**src/rtl/io_cfg_pkg.sv**
```systemverilog
// Shared constants and state encoding for the IO configuration loader.
// CFG_W is tied to the default IO count; the loader recomputes it from its own NIO.
package io_cfg_pkg;
    localparam int         NIO_DEF  = 16;
    localparam int         CFG_W    = 3 * NIO_DEF;
    localparam logic [7:0] SYNC_DEF = 8'hA5;

    typedef enum logic [1:0] {
        ST_HUNT,
        ST_LOAD,
        ST_CHECK,
        ST_COMMIT
    } state_t;
endpackage

```
**src/rtl/io_cfg_sipo.sv**
```systemverilog
// Serial-in/parallel-out shift register, MSB first, with enable and synchronous clear.
// Synchronous clear wins over enable.
module io_cfg_sipo #(
    parameter int W = 8
) (
    input  logic         clk,
    input  logic         rst,
    input  logic         i_en,
    input  logic         i_clr,
    input  logic         i_din,
    output logic [W-1:0] o_q
);
    logic [W-1:0] r_q;

    always_ff @(posedge clk or posedge rst) begin
        if (rst)
            r_q <= '0;
        else if (i_clr)
            r_q <= '0;
        else if (i_en)
            r_q <= {r_q[W-2:0], i_din};
    end

    assign o_q = r_q;
endmodule

```
**src/rtl/io_cfg_loader.sv**
```systemverilog
// Serial frame loader for IO block configuration: hunts a sync word, shifts config
// and checksum into shadow registers, and commits atomically only on a checksum match.
module io_cfg_loader
    import io_cfg_pkg::*;
#(
    parameter int         NIO  = NIO_DEF,
    parameter logic [7:0] SYNC = SYNC_DEF
) (
    input  logic             CLK,
    input  logic             RST,
    input  logic             DIN,
    input  logic             DVALID,
    input  logic             CLR,
    output logic [2*NIO-1:0] TSMUX_ALL,
    output logic [NIO-1:0]   DORREG_ALL,
    output logic             BUSY,
    output logic             DONE,
    output logic             ERR
);
    localparam int LW    = 3 * NIO;
    localparam int CNT_W = $clog2(LW);

    state_t            r_state, w_state_next;
    logic [CNT_W-1:0]  r_cnt;
    logic [7:0]        w_hunt, w_chk, w_xor;
    logic [LW-1:0]     w_shadow;
    logic [2*NIO-1:0]  w_ts_new, r_ts;
    logic [NIO-1:0]    w_dor_new, r_dor;
    logic              r_done, r_err;
    logic              w_acc, w_hunt_en, w_hunt_clr, w_sync_hit, w_load_last, w_chk_last, w_match;

    // CLR outranks DVALID: a bit presented alongside CLR is never accepted
    assign w_acc       = DVALID & ~CLR;
    assign w_hunt_en   = w_acc && (r_state == ST_HUNT);
    assign w_sync_hit  = w_hunt_en && ({w_hunt[6:0], DIN} == SYNC);
    assign w_hunt_clr  = CLR | w_sync_hit | (r_state != ST_HUNT);
    assign w_load_last = w_acc && (r_state == ST_LOAD) && (r_cnt == CNT_W'(LW - 1));
    assign w_chk_last  = w_acc && (r_state == ST_CHECK) && (r_cnt == CNT_W'(7));

    io_cfg_sipo #(.W(8)) u_hunt (
        .clk(CLK), .rst(RST), .i_en(w_hunt_en), .i_clr(w_hunt_clr), .i_din(DIN), .o_q(w_hunt)
    );
    io_cfg_sipo #(.W(LW)) u_shadow (
        .clk(CLK), .rst(RST), .i_en(w_acc && (r_state == ST_LOAD)), .i_clr(CLR),
        .i_din(DIN), .o_q(w_shadow)
    );
    io_cfg_sipo #(.W(8)) u_chk (
        .clk(CLK), .rst(RST), .i_en(w_acc && (r_state == ST_CHECK)), .i_clr(CLR),
        .i_din(DIN), .o_q(w_chk)
    );

    always_comb begin
        w_xor = '0;
        for (int b = 0; b < LW / 8; b++)
            w_xor = w_xor ^ w_shadow[b*8 +: 8];
    end
    assign w_match = (w_chk == w_xor);

    // Shadow triplet i is {TSMUX[1:0], DORREG} for IO block i
    generate
        for (genvar gi = 0; gi < NIO; gi++) begin : g_unpack
            assign w_ts_new[2*gi +: 2] = w_shadow[3*gi+1 +: 2];
            assign w_dor_new[gi]       = w_shadow[3*gi];
        end
    endgenerate

    always_ff @(posedge CLK or posedge RST) begin
        if (RST)
            r_state <= ST_HUNT;
        else
            r_state <= w_state_next;
    end

    always_comb begin
        w_state_next = r_state;
        case (r_state)
            ST_HUNT:   if (w_sync_hit)  w_state_next = ST_LOAD;
            ST_LOAD:   if (w_load_last) w_state_next = ST_CHECK;
            ST_CHECK:  if (w_chk_last)  w_state_next = ST_COMMIT;
            ST_COMMIT: w_state_next = ST_HUNT;
            default:   w_state_next = ST_HUNT;
        endcase
        if (CLR)
            w_state_next = ST_HUNT;
    end

    always_ff @(posedge CLK or posedge RST) begin
        if (RST)
            r_cnt <= '0;
        else if (CLR || w_sync_hit || w_load_last || w_chk_last)
            r_cnt <= '0;
        else if (w_acc && (r_state == ST_LOAD || r_state == ST_CHECK))
            r_cnt <= r_cnt + 1'b1;
    end

    always_ff @(posedge CLK or posedge RST) begin
        if (RST) begin
            r_ts   <= '0;
            r_dor  <= '0;
            r_done <= 1'b0;
            r_err  <= 1'b0;
        end else begin
            r_done <= 1'b0;
            if (CLR || w_sync_hit)
                r_err <= 1'b0;
            else if (r_state == ST_COMMIT) begin
                if (w_match) begin
                    r_ts   <= w_ts_new;
                    r_dor  <= w_dor_new;
                    r_done <= 1'b1;
                end else
                    r_err  <= 1'b1;
            end
        end
    end

    assign TSMUX_ALL  = r_ts;
    assign DORREG_ALL = r_dor;
    assign BUSY       = (r_state == ST_LOAD) || (r_state == ST_CHECK);
    assign DONE       = r_done;
    assign ERR        = r_err;
endmodule

```
**config.mk**
```make
export PLATFORM = sky130hd
export DESIGN_NAME = io_cfg_loader
export DESIGN_NICKNAME = d
export VERILOG_FILES = /design/src/rtl/io_cfg_pkg.sv /design/src/rtl/io_cfg_sipo.sv /design/src/rtl/io_cfg_loader.sv
export SDC_FILE = /design/constraint.sdc
export NUM_CORES = 1
export LEC_CHECK = 0
export ABC_AREA = 1
export ABC_CLOCK_PERIOD_IN_PS = 5100
export CAP_MARGIN = 20
export CORE_MARGIN = 5
export CORE_UTILIZATION = 55
export DETAILED_ROUTE_END_ITERATION = 7
export HOLD_SLACK_MARGIN = 0.08
export PLACE_DENSITY_LB_ADDON = 0.3
export SLEW_MARGIN = 10
export SYNTH_ARGS = -nofsm -noshare
export SYNTH_HDL_FRONTEND = slang
export SYNTH_SLANG_ARGS = --single-unit
```
**constraint.sdc**
```tcl
create_clock -name CLK -period 5.1 [get_ports CLK]
set_input_delay 1.02 -clock CLK [delete_from_list [all_inputs] [get_ports CLK]]
set_output_delay 1.02 -clock CLK [all_outputs]
set_load 0.005 [all_outputs]
```
Yosys cells after proc, flatten, opt, wreduce, memory -nomap -nowiden
Index checks and enable logic that the tools add are counted.
- register bits after elaboration: 121
- input bits: 5
- logic and storage cells: 71
- $add $sub $neg: 1
- equal/unequal tests: 11
- mux-type cells: 19
- bitwise logic cells: 10
- reductions and logical operators: 21
- operators with widths (kind ; number):
    two-way mux 48 bit ; 2
    bitwise XOR 8 bit ; 5
    two-way mux 8 bit ; 2
    two-way mux 7 bit ; 2
    two-way mux 6 bit ; 2
    nonzero test 2 bit ; 6
    inequality test 3 bit, second input constant ; 3
    equality test 8 bit ; 1
    equality test 8 bit, second input constant ; 1
    two-way mux 2 bit ; 4
    case mux 2 bit (4 select lines) ; 1
    logical AND 1 bit ; 7
    adder 6 x 1 -> 6 bit, second input constant ; 1
    equality test 6 x 3 -> 1 bit, second input constant ; 1
    equality test 6 bit, second input constant ; 1
    two-way mux 1 bit ; 6
    AND reduction 3 bit ; 2
    equality test 2 bit, second input constant ; 2
    logical OR 1 bit ; 4
    equality test 2 x 1 -> 1 bit, second input constant ; 1
    zero test 2 bit ; 1
    inequality test 2 x 1 -> 1 bit, second input constant ; 1
    NOT 1 bit ; 2
    OR 1 bit ; 2
    other kinds (2) ; 2

Logic depth before layout (Yosys ltp)
- word-level depth: 9
- mapped depth: 17

Hierarchy
A second synthesis with hierarchy kept.
- cell total of the unflattened synthesis: 806
- area, all modules: 6194.7 µm²
- modules (own cells, without submodules) (module ; instances ; cells an instance ; area an instance (µm²)):
    io_cfg_loader ; 1 ; 524 ; 3621.0
    io_cfg_sipo at u_shadow ; 1 ; 210 ; 1895.6
    io_cfg_sipo at u_chk ... ; 2 ; 36 ; 339.1

Worst setup path after synthesis
OpenSTA, ideal clock, no wires.
- path kind: in2reg
- start point: input CLR
- end point: register r_dor[0] (netlist: DORREG_ALL[0])
- arrival time: 2.220 ns
- data required time: 4.983 ns
- setup slack: 2.763 ns
- cell stages on the path: 15
- path buffers: 2
- path through: inv_2 nand2_2 nor2_1 nand3_1 nand2_1 inv_2 nand3_1 nor2_1 nand2_1 nor2_4 nand3_2 buf_6 buf_6 nand2_1 nand2_1
- cells in the longest elaborated chain, start to end: 7
- RTL lines (item ; RTL line ; RTL):
    from (decl) ; io_cfg_loader.sv:13 ; input logic CLR,
    NOT 1 bit ; io_cfg_loader.sv:33 ; assign w_acc = DVALID & ~CLR;
    AND 1 bit ; io_cfg_loader.sv:33 ;
    logical AND 1 bit ; io_cfg_loader.sv:34 ; assign w_hunt_en = w_acc && (r_state == ST_HUNT);
    logical AND 1 bit ; io_cfg_loader.sv:35 ; assign w_sync_hit = w_hunt_en && ({w_hunt[6:0], DIN} == SYNC);
    logical OR 1 bit (*) ; io_cfg_loader.sv:104 ; if (CLR || w_sync_hit)
    NOT 1 bit (no line) (*) ; n/a ;
    AND reduction 3 bit (no line) (*) ; n/a ;
    to (signal assigned) ; io_cfg_loader.sv:109 ; r_dor <= w_dor_new;
    to (decl) ; io_cfg_loader.sv:28 ; logic [NIO-1:0] w_dor_new, r_dor;
Every way passes the cells marked *; elsewhere a longest branch is shown, timed or not.
A chain may end at the register's enable or synchronous reset.

Worst setup path after layout
- start point: input CLR
- end point: register r_dor[9] (netlist: DORREG_ALL[9])
The elaborated chain is that of the path after synthesis.

==> metrics.txt <==
Most common cell on crit path=nand2_1; Worst Path Max Fanout=49; Yosys cell types=26; register area share after synthesis=54.0%; Post-Synthesis Cells=683; Synth Flop Type=dfrtp_1; Yosys reg bits=121; Fin. Hold Viols=0; Crit path required time=5.49 ns; synthesized cell area=0.00561 mm^2; Buffers on Ports=55; Area after DPL=0.00622 mm^2; final-report setup violation count=0; cells along the critical path=clkdlybuf4s50_1 -> inv_2 -> nand2_2 -> nor2_1 -> nand3_1 -> nand2_1 -> inv_2 -> nand3_1 -> nor2_1 -> nand2_1 -> nor2_4 -> nand3_2 -> nand2_1 -> nand2_1; CP endpoint kind=flip-flop; critical path class=primary input to flip-flop; post-layout min period=3.06 ns; Post-CTS Setup Bufs=0; clock skew=0.00851 ns; initial core utilization=56.9%; Inserted Clock Buffers=17; First-pass DRT Iterations=6; Sequential Power Share=42.0%; switch share=25.7%; wire length on met1=5840 um; min-delay worst type=flip-flop to flip-flop; Peak supply drop=0.000313 V; area of the multi-input gates=0.00207 mm^2; combinational power share=12.5%; hold slack=0.465 ns; period utilisation layout=59.9%; synthesized area per cell=8.21 um^2; gr ovfl total=0; initial antenna violation count=0; Iteration-0 DRC Markers=372; clock sink count=121; Detailed Place HPWL=9260 um; vias post-DR=4868; asr flop ratio synth=100%; Non-Filler Cell Area, Final=0.00675 mm^2; All-Layer GR Usage=23.3%; Power Dens Cells=353 mW/mm^2; Synth Warn #=0; P_sw=614 uW; IO Count=56; Clock Pin Slew Worst Setup and Hold Paths=0.05 ns; count leader, synth=nand2_1; row count=36; clock buffer depth=2; Final ANT Viol Nets=0; Area growth, synth to finish=20.4%; layout cells sized above 1=6.87%; Nets=743; DIE AREA=0.0123 mm^2; final wirelength=13700 um; met3 routed WL=867 um; CTS tree=built; Register Area=0.00303 mm^2; Worst path top cell family by delay=simple AND/OR/NAND/NOR gates; post-synth top area cell=dfrtp_1; Avg WL per Cell=15.6 um; insertion delay to the later sink of the worst-skew pair=0.52 ns; ant diodes=0; LEAKAGE=0.00336 uW; Pins Over Slew Limit=0; Tightest Pin Transition=0.912 ns; Core ar.=0.00986 mm^2; critical path's slowest cell=nand3_2; highest routed layer=met4; FMAX=0.327 GHz; die height=111 um; cell-internal power=1770 uW; final-layout fill cell count=783; largest net degree at the start of global routing=69; WP data arrival=3.45 ns; H-Tree Level Count=4; outcome=complete, no violations; die width=111 um; Hold-fix buffers, CTS=0; max cap viols=0; first-pass GRT wire length=23300 um; Root Buffer=clkbuf_8; slowest cell delay on critical path=0.67 ns; number of remaining DRC errors=0; Worst Path Buf+Inv=3; met2 wire len=6670 um; synth top area cells=dfrtp_1 54%, nand2_1 16%, o22ai_1 6.7%; EDFF count, synth=0; vias in the first global route=4811; slew margin rel.=39.2%; reg-to-reg slack, setup=2.08 ns; Clock power frac=45.4%; Total Neg Setup Slack=0 ns; Via density=5.56; RD Place Congestion=0.879; post-synth top area share=54.0%; Syn Nets=693; Synth top cells by count=241 x nand2_1, 121 x dfrtp_1, 78 x inv_1; unrepaired setup endpoints after global routing=no; crit start category=primary input; post-CTS sizing=0
## cells by family (layout without fill, tap and decap cells)
kind of cell	count (synthesis)	count (layout)	share of synthesized area, %
AOI/OAI and AO/OA	72	72	7.85
xor gates and xnor gates	1	1	0.156
adders and majority gates	5	5	1.12
buffers and inverters	123	182	9.03
DFF	121	121	54.0
and+or+nand+nor	361	361	27.9
## area by class of cell
cell class	instances	area share, %
Tap cell	133	2.46
Multi-Input combinational cell	439	30.7
Clock buffer	25	7.32
Sequential cell	121	44.8
Timing Repair Buffer	62	8.93
Clock inverter	3	0.593
Inverter	92	5.15
## state kept, by name, summed over array words and instances (netlist names)
register	count
r_state	2
DORREG_ALL	16
r_cnt	6
u_shadow.o_q	48
u_hunt.o_q	7
TSMUX_ALL	32
ERR	1
u_chk.o_q	8
DONE	1
## power groups by stage
stage / Clock, uW / Combinational, uW / Sequential, uW
final: 1080 / 299 / 1000
after CTS: 1100 / 302 / 1000
after global routing: 1150 / 337 / 1010
after detailed placement: 0 / 297 / 1020
after floorplan: 0 / 217 / 1020
after global placement: 0 / 288 / 1020
## worst register-to-register path, delay by kind of cell, from the launching register on
kind,cells,cell delay (ns)
DFF,1,0.39
and+or+nand+nor,12,1.88
buffers and inverters,3,0.63
## metal layers
metal | up-vias | track usage (%)
li1 | 2347 | -
met1 | 2300 | 29.9
met2 | 200 | 37.7
met3 | 21 | 6.22
met4 | 0 | 9.28
met5 | - | 0
## metrics by stage
| step | utilization (%) | total power [uW] | worst slack [ns] | cells |
|---|---|---|---|---|
| floorplan | - | 1230 | 0.866 | 683 |
| global placement | 63.1 | 1310 | 1.62 | 847 |
| detailed placement | 63.1 | 1320 | 1.46 | 847 |
| CTS | 68.5 | 2400 | 1.99 | 875 |
| global route | 68.5 | 2490 | 1.60 | 875 |
| finish | 68.5 | 2390 | 2.04 | 875 |
## cells in the final DEF (no fill, tap or decap), drive strengths merged, types with 2 or more instances in the layout
cell,instances
nand2,242
dfrtp,121
inv,91
o22ai,60
clkdlybuf4s50,55
nand4,53
nand3,42
clkbuf,25
nor2,21
buf,7
o21ai,5
a21oi,5
ha,5
clkinv,3
nor3,2
## final timing paths
kind,from,endpoint,cells after the start
min in group asynchronous,RST,DONE,2
setup / recovery,CLR,DORREG_ALL[9],14
setup reg to reg,u_shadow.o_q[9],DORREG_ALL[9],15
max in group asynchronous,RST,TSMUX_ALL[8],3
hold / removal,TSMUX_ALL[24],TSMUX_ALL[24],2
hold reg to reg,TSMUX_ALL[24],TSMUX_ALL[24],2
Power figures use the tool's default switching activity.
